--- src/rtl/l1_mem_arbiter.sv ---
// Round-robin arbiter between the L1 icache and dcache, serializing one line
// transaction at a time onto the shared L2 port. All outputs are registered.
module l1_mem_arbiter (
  input  logic         clk,
  input  logic         reset_n,
  input  logic         i_pmem_read,
  input  logic [15:0]  i_pmem_address,
  output logic [127:0] i_pmem_rdata,
  output logic         i_pmem_resp,
  input  logic         d_pmem_read,
  input  logic         d_pmem_write,
  input  logic [15:0]  d_pmem_address,
  input  logic [127:0] d_pmem_wdata,
  output logic [127:0] d_pmem_rdata,
  output logic         d_pmem_resp,
  output logic         l2_read,
  output logic         l2_write,
  output logic [15:0]  l2_address,
  output logic [127:0] l2_wdata,
  input  logic [127:0] l2_rdata,
  input  logic         l2_resp
);

  typedef enum logic [1:0] {
    ST_IDLE  = 2'd0,
    ST_SERVE = 2'd1,
    ST_RESP  = 2'd2
  } state_t;

  state_t         state_r, state_nxt_s;
  logic           owner_d_r, owner_d_nxt_s;
  logic           op_write_r, op_write_nxt_s;
  logic           last_grant_d_r, last_grant_d_nxt_s;
  logic [15:0]    addr_r, addr_nxt_s;
  logic [127:0]   wdata_r, wdata_nxt_s;
  logic [127:0]   line_r, line_nxt_s;
  logic           l2_read_r, l2_read_nxt_s;
  logic           l2_write_r, l2_write_nxt_s;
  logic           i_resp_r, i_resp_nxt_s;
  logic           d_resp_r, d_resp_nxt_s;
  logic           i_req_s, d_req_s, grant_d_s, grant_wr_s;

  // Request decode and round-robin tie break (1 = dcache wins)
  always_comb begin
    i_req_s   = i_pmem_read;
    d_req_s   = d_pmem_read | d_pmem_write;
    grant_d_s = 1'b0;
    if (i_req_s && d_req_s) begin
      grant_d_s = ~last_grant_d_r;
    end else begin
      grant_d_s = d_req_s;
    end
    grant_wr_s = grant_d_s & d_pmem_write;
  end

  // State register
  always_ff @(posedge clk or negedge reset_n) begin
    if (!reset_n) begin
      state_r <= ST_IDLE;
    end else begin
      state_r <= state_nxt_s;
    end
  end

  // Next-state logic
  always_comb begin
    state_nxt_s = state_r;
    case (state_r)
      ST_IDLE: begin
        if (i_req_s || d_req_s) begin
          state_nxt_s = ST_SERVE;
        end else begin
          state_nxt_s = ST_IDLE;
        end
      end
      ST_SERVE: begin
        if (l2_resp) begin
          state_nxt_s = ST_RESP;
        end else begin
          state_nxt_s = ST_SERVE;
        end
      end
      ST_RESP: state_nxt_s = ST_IDLE;
      default: state_nxt_s = ST_IDLE;
    endcase
  end

  // Next values of the latches and of every registered output
  always_comb begin
    owner_d_nxt_s      = owner_d_r;
    op_write_nxt_s     = op_write_r;
    last_grant_d_nxt_s = last_grant_d_r;
    addr_nxt_s         = addr_r;
    wdata_nxt_s        = wdata_r;
    line_nxt_s         = line_r;
    l2_read_nxt_s      = 1'b0;
    l2_write_nxt_s     = 1'b0;
    i_resp_nxt_s       = 1'b0;
    d_resp_nxt_s       = 1'b0;
    case (state_r)
      ST_IDLE: begin
        if (i_req_s || d_req_s) begin
          owner_d_nxt_s      = grant_d_s;
          op_write_nxt_s     = grant_wr_s;
          last_grant_d_nxt_s = grant_d_s;
          addr_nxt_s         = grant_d_s ? d_pmem_address : i_pmem_address;
          l2_read_nxt_s      = ~grant_wr_s;
          l2_write_nxt_s     = grant_wr_s;
          if (grant_wr_s) begin
            wdata_nxt_s = d_pmem_wdata;
          end else begin
            wdata_nxt_s = wdata_r;
          end
        end else begin
          owner_d_nxt_s = owner_d_r;
        end
      end
      ST_SERVE: begin
        if (l2_resp) begin
          // Writebacks leave the line register untouched
          line_nxt_s   = op_write_r ? line_r : l2_rdata;
          i_resp_nxt_s = ~owner_d_r;
          d_resp_nxt_s = owner_d_r;
        end else begin
          l2_read_nxt_s  = ~op_write_r;
          l2_write_nxt_s = op_write_r;
        end
      end
      ST_RESP: begin
        l2_read_nxt_s  = 1'b0;
        l2_write_nxt_s = 1'b0;
      end
      default: begin
        l2_read_nxt_s  = 1'b0;
        l2_write_nxt_s = 1'b0;
      end
    endcase
  end

  // Datapath and output registers
  always_ff @(posedge clk or negedge reset_n) begin
    if (!reset_n) begin
      owner_d_r      <= 1'b0;
      op_write_r     <= 1'b0;
      last_grant_d_r <= 1'b1;
      addr_r         <= 16'h0000;
      wdata_r        <= 128'd0;
      line_r         <= 128'd0;
      l2_read_r      <= 1'b0;
      l2_write_r     <= 1'b0;
      i_resp_r       <= 1'b0;
      d_resp_r       <= 1'b0;
    end else begin
      owner_d_r      <= owner_d_nxt_s;
      op_write_r     <= op_write_nxt_s;
      last_grant_d_r <= last_grant_d_nxt_s;
      addr_r         <= addr_nxt_s;
      wdata_r        <= wdata_nxt_s;
      line_r         <= line_nxt_s;
      l2_read_r      <= l2_read_nxt_s;
      l2_write_r     <= l2_write_nxt_s;
      i_resp_r       <= i_resp_nxt_s;
      d_resp_r       <= d_resp_nxt_s;
    end
  end

  assign i_pmem_rdata = line_r;
  assign d_pmem_rdata = line_r;
  assign i_pmem_resp  = i_resp_r;
  assign d_pmem_resp  = d_resp_r;
  assign l2_read      = l2_read_r;
  assign l2_write     = l2_write_r;
  assign l2_address   = addr_r;
  assign l2_wdata     = wdata_r;

endmodule

--- config.mk ---
export PLATFORM = sky130hd
export DESIGN_NAME = l1_mem_arbiter
export DESIGN_NICKNAME = d
export VERILOG_FILES = /design/src/rtl/l1_mem_arbiter.sv
export SDC_FILE = /design/constraint.sdc
export NUM_CORES = 1
export LEC_CHECK = 0
export BUFFER_PORTS_ARGS = -buffer_cell sky130_fd_sc_hd__clkbuf_2
export CAP_MARGIN = 20
export CORE_AREA = 2 2 272 274
export DETAILED_ROUTE_END_ITERATION = 16
export DIE_AREA = 0 0 274 276
export PLACE_DENSITY = 0.4
export REMOVE_ABC_BUFFERS = 1
export SETUP_SLACK_MARGIN = 0.15
export SYNTH_ARGS = -nofsm -noshare
export SYNTH_HDL_FRONTEND = slang
export SYNTH_SLANG_ARGS = --single-unit
--- constraint.sdc ---
create_clock -name clk -period 1.9 [get_ports clk]
set_input_delay 0.57 -clock clk [delete_from_list [all_inputs] [get_ports clk]]
set_output_delay 0.57 -clock clk [all_outputs]
set_load 0.05 [all_outputs]
Word-level counts from Yosys, hierarchy flattened:

Index checks and enable logic that the tools add are counted.

* equality and inequality tests: 1
* multiplexer cells: 15
* bitwise gates (word level): 6
* reductions and logical operators: 6

Operators with widths (number)
* $mux W16: 1
* $mux W1: 10
* $reduce_and A3 Y1: 2
* $not A1 Y1: 4
* $pmux W1 S2: 2
* $pmux W2 S2: 1
* $eq A2 B1 Y1 const B: 1
* $logic_not A2 Y1: 1
* $mux W2: 1
* $reduce_and A2 Y1: 1
* $and A1 B1 Y1: 1
* $logic_and A1 B1 Y1: 1
* $logic_or A1 B1 Y1: 1
* $or A1 B1 Y1: 1

* register bits: 281
* input bits: 294
* output and inout bits: 404
* word-level logic and storage cells: 39

Longest topological paths before layout:

Gate-level depths: netlist (run 1).

* word-level depth: 7
* depth in mapped cells: 5

Worst setup path after synthesis (run 1):

Ideal clock, no wire load.

* path kind: input to register
* from: in d_pmem_read
* to: reg addr_r[15] (netlist: l2_address[15])
* arrival: 1.637 ns
* setup slack: 0.139 ns
* cell stages on the path: 4
* buffers on the path: 1
* cell sequence: o2bb2ai_2 -> buf_6 -> mux2_4 -> mux2_2

* longest elaborated chain between the ends: 4
* elaborated cells on any way between the ends: 6
* classes of those cells: 2 x mux; 1 x bitwise; 3 x reduce/logical

RTL lines
* start: declaration: RTL line 10 `input logic d_pmem_read,`
* $or A1 B1 Y1 (*): RTL line 46 `d_req_s = d_pmem_read | d_pmem_write;`
* $logic_and A1 B1 Y1: RTL line 48 `if (i_req_s && d_req_s) begin`
* $mux W1: RTL line 48
* $mux W16: RTL line 106 `addr_nxt_s = grant_d_s ? d_pmem_address : i_pmem_address;`
* end signal: assignment: RTL line 157 `addr_r <= addr_nxt_s;`
* end: declaration: RTL line 34 `logic [15:0] addr_r, addr_nxt_s;`

Every way passes the cells marked *; elsewhere a longest branch is shown, timed or not.
A chain may end at the register's enable or synchronous reset.

Worst setup path after layout (run 1):

* from: reg line_r[39] (netlist: d_pmem_rdata[39])
* to: out d_pmem_rdata[39]

RTL lines
* start: declaration: RTL line 36 `logic [127:0] line_r, line_nxt_s;`
* start signal: assignment: RTL line 159 `line_r <= line_nxt_s;`
* end: declaration: RTL line 14 `output logic [127:0] d_pmem_rdata,`

No word-level cell between the ends.

==> results of run 1 <==
synth_stat cells, drive strengths merged (2+ instances only):
master / n
mux2: 288
dfrtp: 280
buf: 159
nand2: 3
nor2: 3
a21o: 2
inv: 2
o21ai: 2
o2bb2ai: 2
cells by family (layout without fill, tap and decap cells):
| group | Yosys count | count (layout) |
|---|---|---|
| mux | 288 | 288 |
| flops | 281 | 281 |
| buf+inv | 161 | 823 |
| simple gates | 11 | 11 |
| compound gates | 8 | 8 |
stage by stage:
stage                     setup slack (ns)  std cells  TNS (ns)  hold WS (ns)
final                                0.125       2370         0         0.241
after global routing                0.0824       2370         0         0.208
after CTS                           0.0800       2362         0         0.186
after detailed placement            0.0170       2290         0         0.471
after global placement              0.0398       2290         0         0.466
after floorplan                      -5.20        590  -1055.68         0.274
metal layers:
| metal | up-vias | global-route usage [%] | wire length [um] |
|---|---|---|---|
| met3 | 56 | 2.61 | 2950 |
| met1 | 4148 | 11.3 | 15300 |
| met5 | - | 0 | 0 |
| li1 | 3726 | - | - |
| met2 | 337 | 19.4 | 22200 |
| met4 | 0 | 3.61 | 1040 |
layout make-up:
type	instances	area (um2)	area share, %
Clock inverter	9	105	0.519
Clock buffer	55	1080	5.35
Sequential cell	281	7120	35.2
Inverter	2	7.51	0.0371
Tap cell	959	1200	5.93
Multi-Input combinational cell	307	3420	16.9
Timing Repair Buffer	757	7300	36.1
sequential cells by signal, summed over array words and instances, names as in the netlist:
| name | cells |
|---|---|
| d_pmem_rdata | 128 |
| d_pmem_resp | 1 |
| i_pmem_resp | 1 |
| l2_address | 16 |
| l2_read | 1 |
| l2_wdata | 128 |
| l2_write | 1 |
| last_grant_d_r | 1 |
| op_write_r | 1 |
| owner_d_r | 1 |
| state_r | 2 |
final timing paths:
path	startpoint	endpoint	slack [ns]
setup / recovery	d_pmem_rdata[39]	d_pmem_rdata[39]	0.12
hold / removal	d_pmem_wdata[100]	l2_wdata[100]	0.24
setup reg to reg	state_r[1]	d_pmem_rdata[90]	0.16
hold reg to reg	owner_d_r	i_pmem_resp	0.46
max in group asynchronous	reset_n	d_pmem_rdata[20]	0.65
min in group asynchronous	reset_n	l2_wdata[119]	0.51
repair_timing:
action,in CTS,in global routing
gates cloned,0,4
hold buffers,1,0
setup buffers,7,4
hold endpoints to repair,24,0
gates resized for setup,689,327
endpoints found under the setup margin,404,291
==> flow_summary.toml, run 1 <==
[floorplanning]
initial_utilization_pct = 16.1
core_area_um2 = 72600
die_area_um2 = 75600
row_count = 99
io_pins = 698
die_w_um = 274
die_h_um = 276

[final_layout]
nets = 1679
syn_to_final_growth_pct = 72.9
antenna_cells = 0
fin_util_pct = 27.9
drive_gt1_share_pct = 67.8
final_area_um2 = 20200
layout_commonest_cell = "clkbuf_2"
final_cell_mix = "292 x clkbuf_2, 218 x mux2_1, 211 x dfrtp_1"
n_fill_cell = 7447

[drt]
vias = 8267
drt-total-wl_um = 41500
wl_per_cell_um = 17.5
first_iter_violations = 227
firstDrtPassIters = 4
drc = 0
ant_nets = 0
avgViaCountPerCell = 3.49

[logic_synthesis]
yosysUniqueCellTypes = 23
synth_top_family_by_area = "multiplexers"
syn_area_per_cell_um2 = 15.6
synth_fa_ha_area_share_pct = 0
synth_warnings = 0
synth_mux_area_share_pct = 28.0
yosysSeqAreaShare_pct = 60.1
yosys.area_share.simple_pct = 0.492
synth_compound_area_share_pct = 0.556
async_flop_share_pct = 100
synthDominantCellAreaShare_pct = 59.9
ys.flop_type = "dfrtp_1"
synth.area.top_cells = "dfrtp_1 60%, mux2_1 21%, buf_4 8.6%"
netlist_area_um2 = 11700
syn_inst = 749
synth_area_leader_cell = "dfrtp_1"
synth_edf_count = 0
ys_ff_latch = 281
synthXorXnorAreaFrac_pct = 0

[critical_path]
crit_path_max_incr_delay_ns = 0.47
cp_cell_sequence = "clkbuf_8"
worst-path-stages = 1
reg2reg_depth = 5
worst_setup_path_end_kind = "output pin"
crit_arrival_ns = 1.21
critPathSlowestCell = "dfrtp_2"
cp_data_required_time_ns = 1.33
worstSetupPathType = "register to output pin"
crit_fanout = 3
critPathBufInv = 1
cp_top_family = "flip-flops"
worstSetupStartpointType = "register"

[sta]
fmax_ghz = 0.563
rsz0062_at_grt = "yes"
relSlewSlack_pct = 72.2
tightest_slew_ns = 0.413
hold_violations = 0
post-route-period-util_pct = 93.4
finalSetupViolations = 0
drv_slew = 0
fin_skew_ns = 0.0156
period_minus_slack_ns = 1.78

[placement]
gp_congestion = 0.829
place_hpwl_um = 31600
placement.io_buffers = 697
dpl_cell_area_um2 = 15700

[worst_hold_path]
hold_class = "input pin to register"
holdPathStages = 2

[clock_tree]
cts_buffers = 36
cts-htree-levels = 2
insertion_delay_ns = 0.54
worst_setup_hold_path_clk_slew_ns = 0.06
cts_tree = "built"
cts_buffer_depth = 3
clock-sinks = 281
root_buffer = "clkbuf_16"

[grt]
grt_max_degree = 58
grt_util_all_layers_pct = 10.4
gr-total-overflow = 0
grt_pass1_wl_um = 60200
antenna_found_initial = 1
grt_pass1_vias = 9338

[run_status]
status = "finished clean"

[job]
drv_cap = 0
Power of run 1 is left out: the tool's default activity adds up to more than one toggle a clock period on the data nets, which glitch-free logic cannot reach.
==> inputs of run 2 (changes only) <==
Settings changed: RECOVER_POWER set to 25.
==> flow_summary.toml, run 2 (synthesized netlist as in run 1, its figures left out) <==
[run_status]
status = "finished clean"

[final_layout]
antenna_cells = 0
final_cells = 2370
final_cell_mix = "297 x clkbuf_2, 218 x mux2_1, 212 x dfrtp_1"
layout_commonest_cell = "clkbuf_2"
fin_util_pct = 27.8
final_area_um2 = 20200
nets = 1679
syn_to_final_growth_pct = 72.3
drive_gt1_share_pct = 67.0

[sta]
finalSetupViolations = 0
tightest_slew_ns = 0.576
rsz0062_at_grt = "yes"
relSlewSlack_pct = 61.6
post-route-period-util_pct = 93.5
fin_skew_ns = 0.0160
hold_violations = 0
holdWs_ns = 0.240
period_minus_slack_ns = 1.78
fmax_ghz = 0.563
drv_slew = 0

[job]
drv_cap = 0

[floorplanning]
initial_utilization_pct = 16.1
die_area_um2 = 75600
row_count = 99
die_h_um = 276
io_pins = 698
core_area_um2 = 72600
die_w_um = 274

[grt]
grt_pass1_vias = 9338
grt_max_degree = 58
grt_pass1_wl_um = 60200
antenna_found_initial = 1
grt_util_all_layers_pct = 10.4
gr-total-overflow = 0

[drt]
wl_per_cell_um = 17.5
vias = 8271
avgViaCountPerCell = 3.49
drt-total-wl_um = 41600
first_iter_violations = 259
firstDrtPassIters = 4
ant_nets = 0
drc = 0

[placement]
place_inst = 2290
gp_congestion = 0.829
placement.io_buffers = 697
place_hpwl_um = 31600
dpl_cell_area_um2 = 15700

[critical_path]
cp_data_required_time_ns = 1.33
critPathBufInv = 1
crit_fanout = 3
cp_top_family = "flip-flops"
worst_setup_path_end_kind = "output pin"
cp_cell_sequence = "clkbuf_8"
worstSetupStartpointType = "register"
crit_path_max_incr_delay_ns = 0.48
worstSetupPathType = "register to output pin"
crit_arrival_ns = 1.21
critPathSlowestCell = "dfrtp_2"

[clock_tree]
cts_buffer_depth = 3
worst_setup_hold_path_clk_slew_ns = 0.06
cts-htree-levels = 2
cts_buffers = 36
insertion_delay_ns = 0.54
cts_tree = "built"
root_buffer = "clkbuf_16"
clock-sinks = 281

[worst_hold_path]
hold_class = "input pin to register"
## run 2: cell types whose count changed in the layout (fill, tap and decap cells not counted), sizes merged
cell / previous run / this run
clkbuf: 528 / 542
buf: 283 / 269
## run 2: layer usage
metal	share of wire, %	wire, um	track usage [%]
met4	2.5	1040	3.61
met1	37	15400	11.3
met2	53	22200	19.4
met3	6.9	2880	2.61
met5	0	0	0
## run 2: per-stage QoR
stage	setup slack (ns)	setup TNS (ns)
2_1_floorplan	-5.20	-1055.68
3_3_place_gp	0.0398	0
3_5_place_dp	0.0170	0
4_1_cts	0.0800	0
5_1_grt	0.0723	0
6_report	0.123	0
## run 2: area by class of cell
cell class              count  area [um2]
multi-input cells         307        3420
clock buffers              55        1080
well taps                 959        1200
repair buffers            757        7230
inverters                   2        7.51
fillers                  7459       52400
flip-flops and latches    281        7120
clock inverters             9         105
## run 2: worst reg2reg max path, delay by kind of cell (launching register included)
kind,cells,cell delay (ns)
buf+inv,2,0.46
mux,1,0.33
simple gates,2,0.41
flops,1,0.41
## run 2: repair_timing
| item | CTS | global route |
|---|---|---|
| setup buffers | 7 | 4 |
| resized for setup | 689 | 327 |
| endpoints found under the hold margin | 24 | 0 |
| pin swaps | 0 | 0 |
| endpoints found under the setup margin | 404 | 291 |
| hold buffers | 1 | 0 |
| gates cloned | 0 | 4 |
## run 2: worst paths after layout
| kind | start | to | slack (ns) | cells past startpoint |
|---|---|---|---|---|
| max | d_pmem_rdata[39] | d_pmem_rdata[39] | 0.12 | 1 |
| min | d_pmem_wdata[100] | l2_wdata[100] | 0.24 | 2 |
| max reg2reg | state_r[1] | d_pmem_rdata[90] | 0.17 | 5 |
| min reg2reg | owner_d_r | i_pmem_resp | 0.46 | 1 |
| max in group asynchronous | reset_n | d_pmem_rdata[66] | 0.26 | 4 |
| min in group asynchronous | reset_n | l2_wdata[119] | 0.51 | 2 |
Power of run 2 is left out for the same reason.
==> inputs of run 3 (changes only) <==
==> constraint.sdc (replaced) <==
create_clock -name clk -period 1.9 [get_ports clk]
set_input_delay 0.19 -clock clk [delete_from_list [all_inputs] [get_ports clk]]
set_output_delay 0.19 -clock clk [all_outputs]
set_load 0.05 [all_outputs]
==> flow_summary.toml, run 3 (synthesized netlist as in run 1, its figures left out) <==
[placement]
place_inst = 2280
dpl_cell_area_um2 = 15600
place_hpwl_um = 31000
placement.io_buffers = 697
gp_congestion = 0.806

[final_layout]
drive_gt1_share_pct = 51.8
n_fill_cell = 7594
final_cells = 2632
nets = 1949
antenna_cells = 0
layout_commonest_cell = "clkbuf_2"
final_area_um2 = 19700
syn_to_final_growth_pct = 68.5
final_cell_mix = "697 x clkbuf_2, 286 x dlygate4sd3_1, 280 x dfrtp_1"

[floorplanning]
die_h_um = 276
initial_utilization_pct = 16.1
core_area_um2 = 72600
die_w_um = 274
die_area_um2 = 75600
io_pins = 698
row_count = 99

[sta]
finalSetupViolations = 0
post-route-period-util_pct = 89.5
relSlewSlack_pct = 41.7
rsz0062_at_grt = "yes"
fin_skew_ns = 0.0194
drv_slew = 0
hold_violations = 0
tns_ns = 0
period_minus_slack_ns = 1.70
fmax_ghz = 0.588
tightest_slew_ns = 0.875

[drt]
first_iter_violations = 273
drc = 0
wl_per_cell_um = 15.8
avgViaCountPerCell = 3.53
vias = 9281
ant_nets = 0
drt-total-wl_um = 41700
firstDrtPassIters = 4

[critical_path]
crit_arrival_ns = 2.10
rrSetupSlack_ns = 0.20
worstSetupPathType = "register to register"
crit_fanout = 8
worst_setup_path_end_kind = "register"
worstSetupStartpointType = "register"
cp_data_required_time_ns = 2.30

[grt]
antenna_found_initial = 2
grt_max_degree = 59
grt_pass1_vias = 10300
gr-total-overflow = 0
grt_pass1_wl_um = 61900
grt_util_all_layers_pct = 10.6

[clock_tree]
clock-sinks = 281
cts_tree = "built"
insertion_delay_ns = 0.52
root_buffer = "clkbuf_16"
cts-htree-levels = 2
cts_buffer_depth = 3
worst_setup_hold_path_clk_slew_ns = 0.06
cts_buffers = 35

[job]
drv_cap = 0

[worst_hold_path]
hold_class = "input pin to register"

[run_status]
status = "finished clean"
## run 3: area by class of cell
type	count	area [um2]	share of cell area [%]
clock buffer	46	1010	5.12
clock inverter	9	103	0.520
inverter	2	7.51	0.0381
multi-input combinational	307	3450	17.5
sequential	281	7030	35.7
tap	959	1200	6.08
timing repair buffer	1028	6920	35.1
## run 3: path summary, 6_finish.rpt
path,from,endpoint,cells after the start
worst max-delay path,state_r[1],d_pmem_rdata[96],6
worst min-delay path,d_pmem_address[2],l2_address[2],3
worst max register to register,state_r[1],d_pmem_rdata[96],6
worst min register to register,owner_d_r,i_pmem_resp,1
max in group asynchronous,reset_n,d_pmem_rdata[100],3
min in group asynchronous,reset_n,l2_wdata[24],2
## run 3: repair_timing
action / CTS / global route
cloned: 1 / 3
endpoints found under the hold margin: 363 / 0
resized for setup: 6 / 15
setup buffers: 6 / 1
endpoints found under the setup margin: 99 / 110
hold buffers: 286 / 0
pin swaps: 1 / 2
## run 3: worst max-delay path, cell delays in order, from the launching register on
cell and delay [ns]:
dfrtp_1 0.41, nand3b_1 0.23, nor2_4 0.14, buf_12 0.16, buf_12 0.16, buf_8 0.14, mux2_1 0.32
## run 3: layer usage
metal  GRT usage, %  part of all wire (%)
met2           19.6                    53
met4           3.40                   2.5
met3           2.85                   6.9
met1           11.6                    38
met5              0                 0.086
## run 3: per-stage QoR
stage	utilization, %	hold slack (ns)	worst slack, ns
3_3_place_gp	21.4	0.177	0.129
2_1_floorplan	-	-0.106	-5.11
5_1_grt	27.2	0.0406	0.109
6_report	27.2	0.0461	0.199
3_5_place_dp	21.4	0.175	0.109
4_1_cts	27.1	0.00377	0.121
Power of run 3 is left out for the same reason.
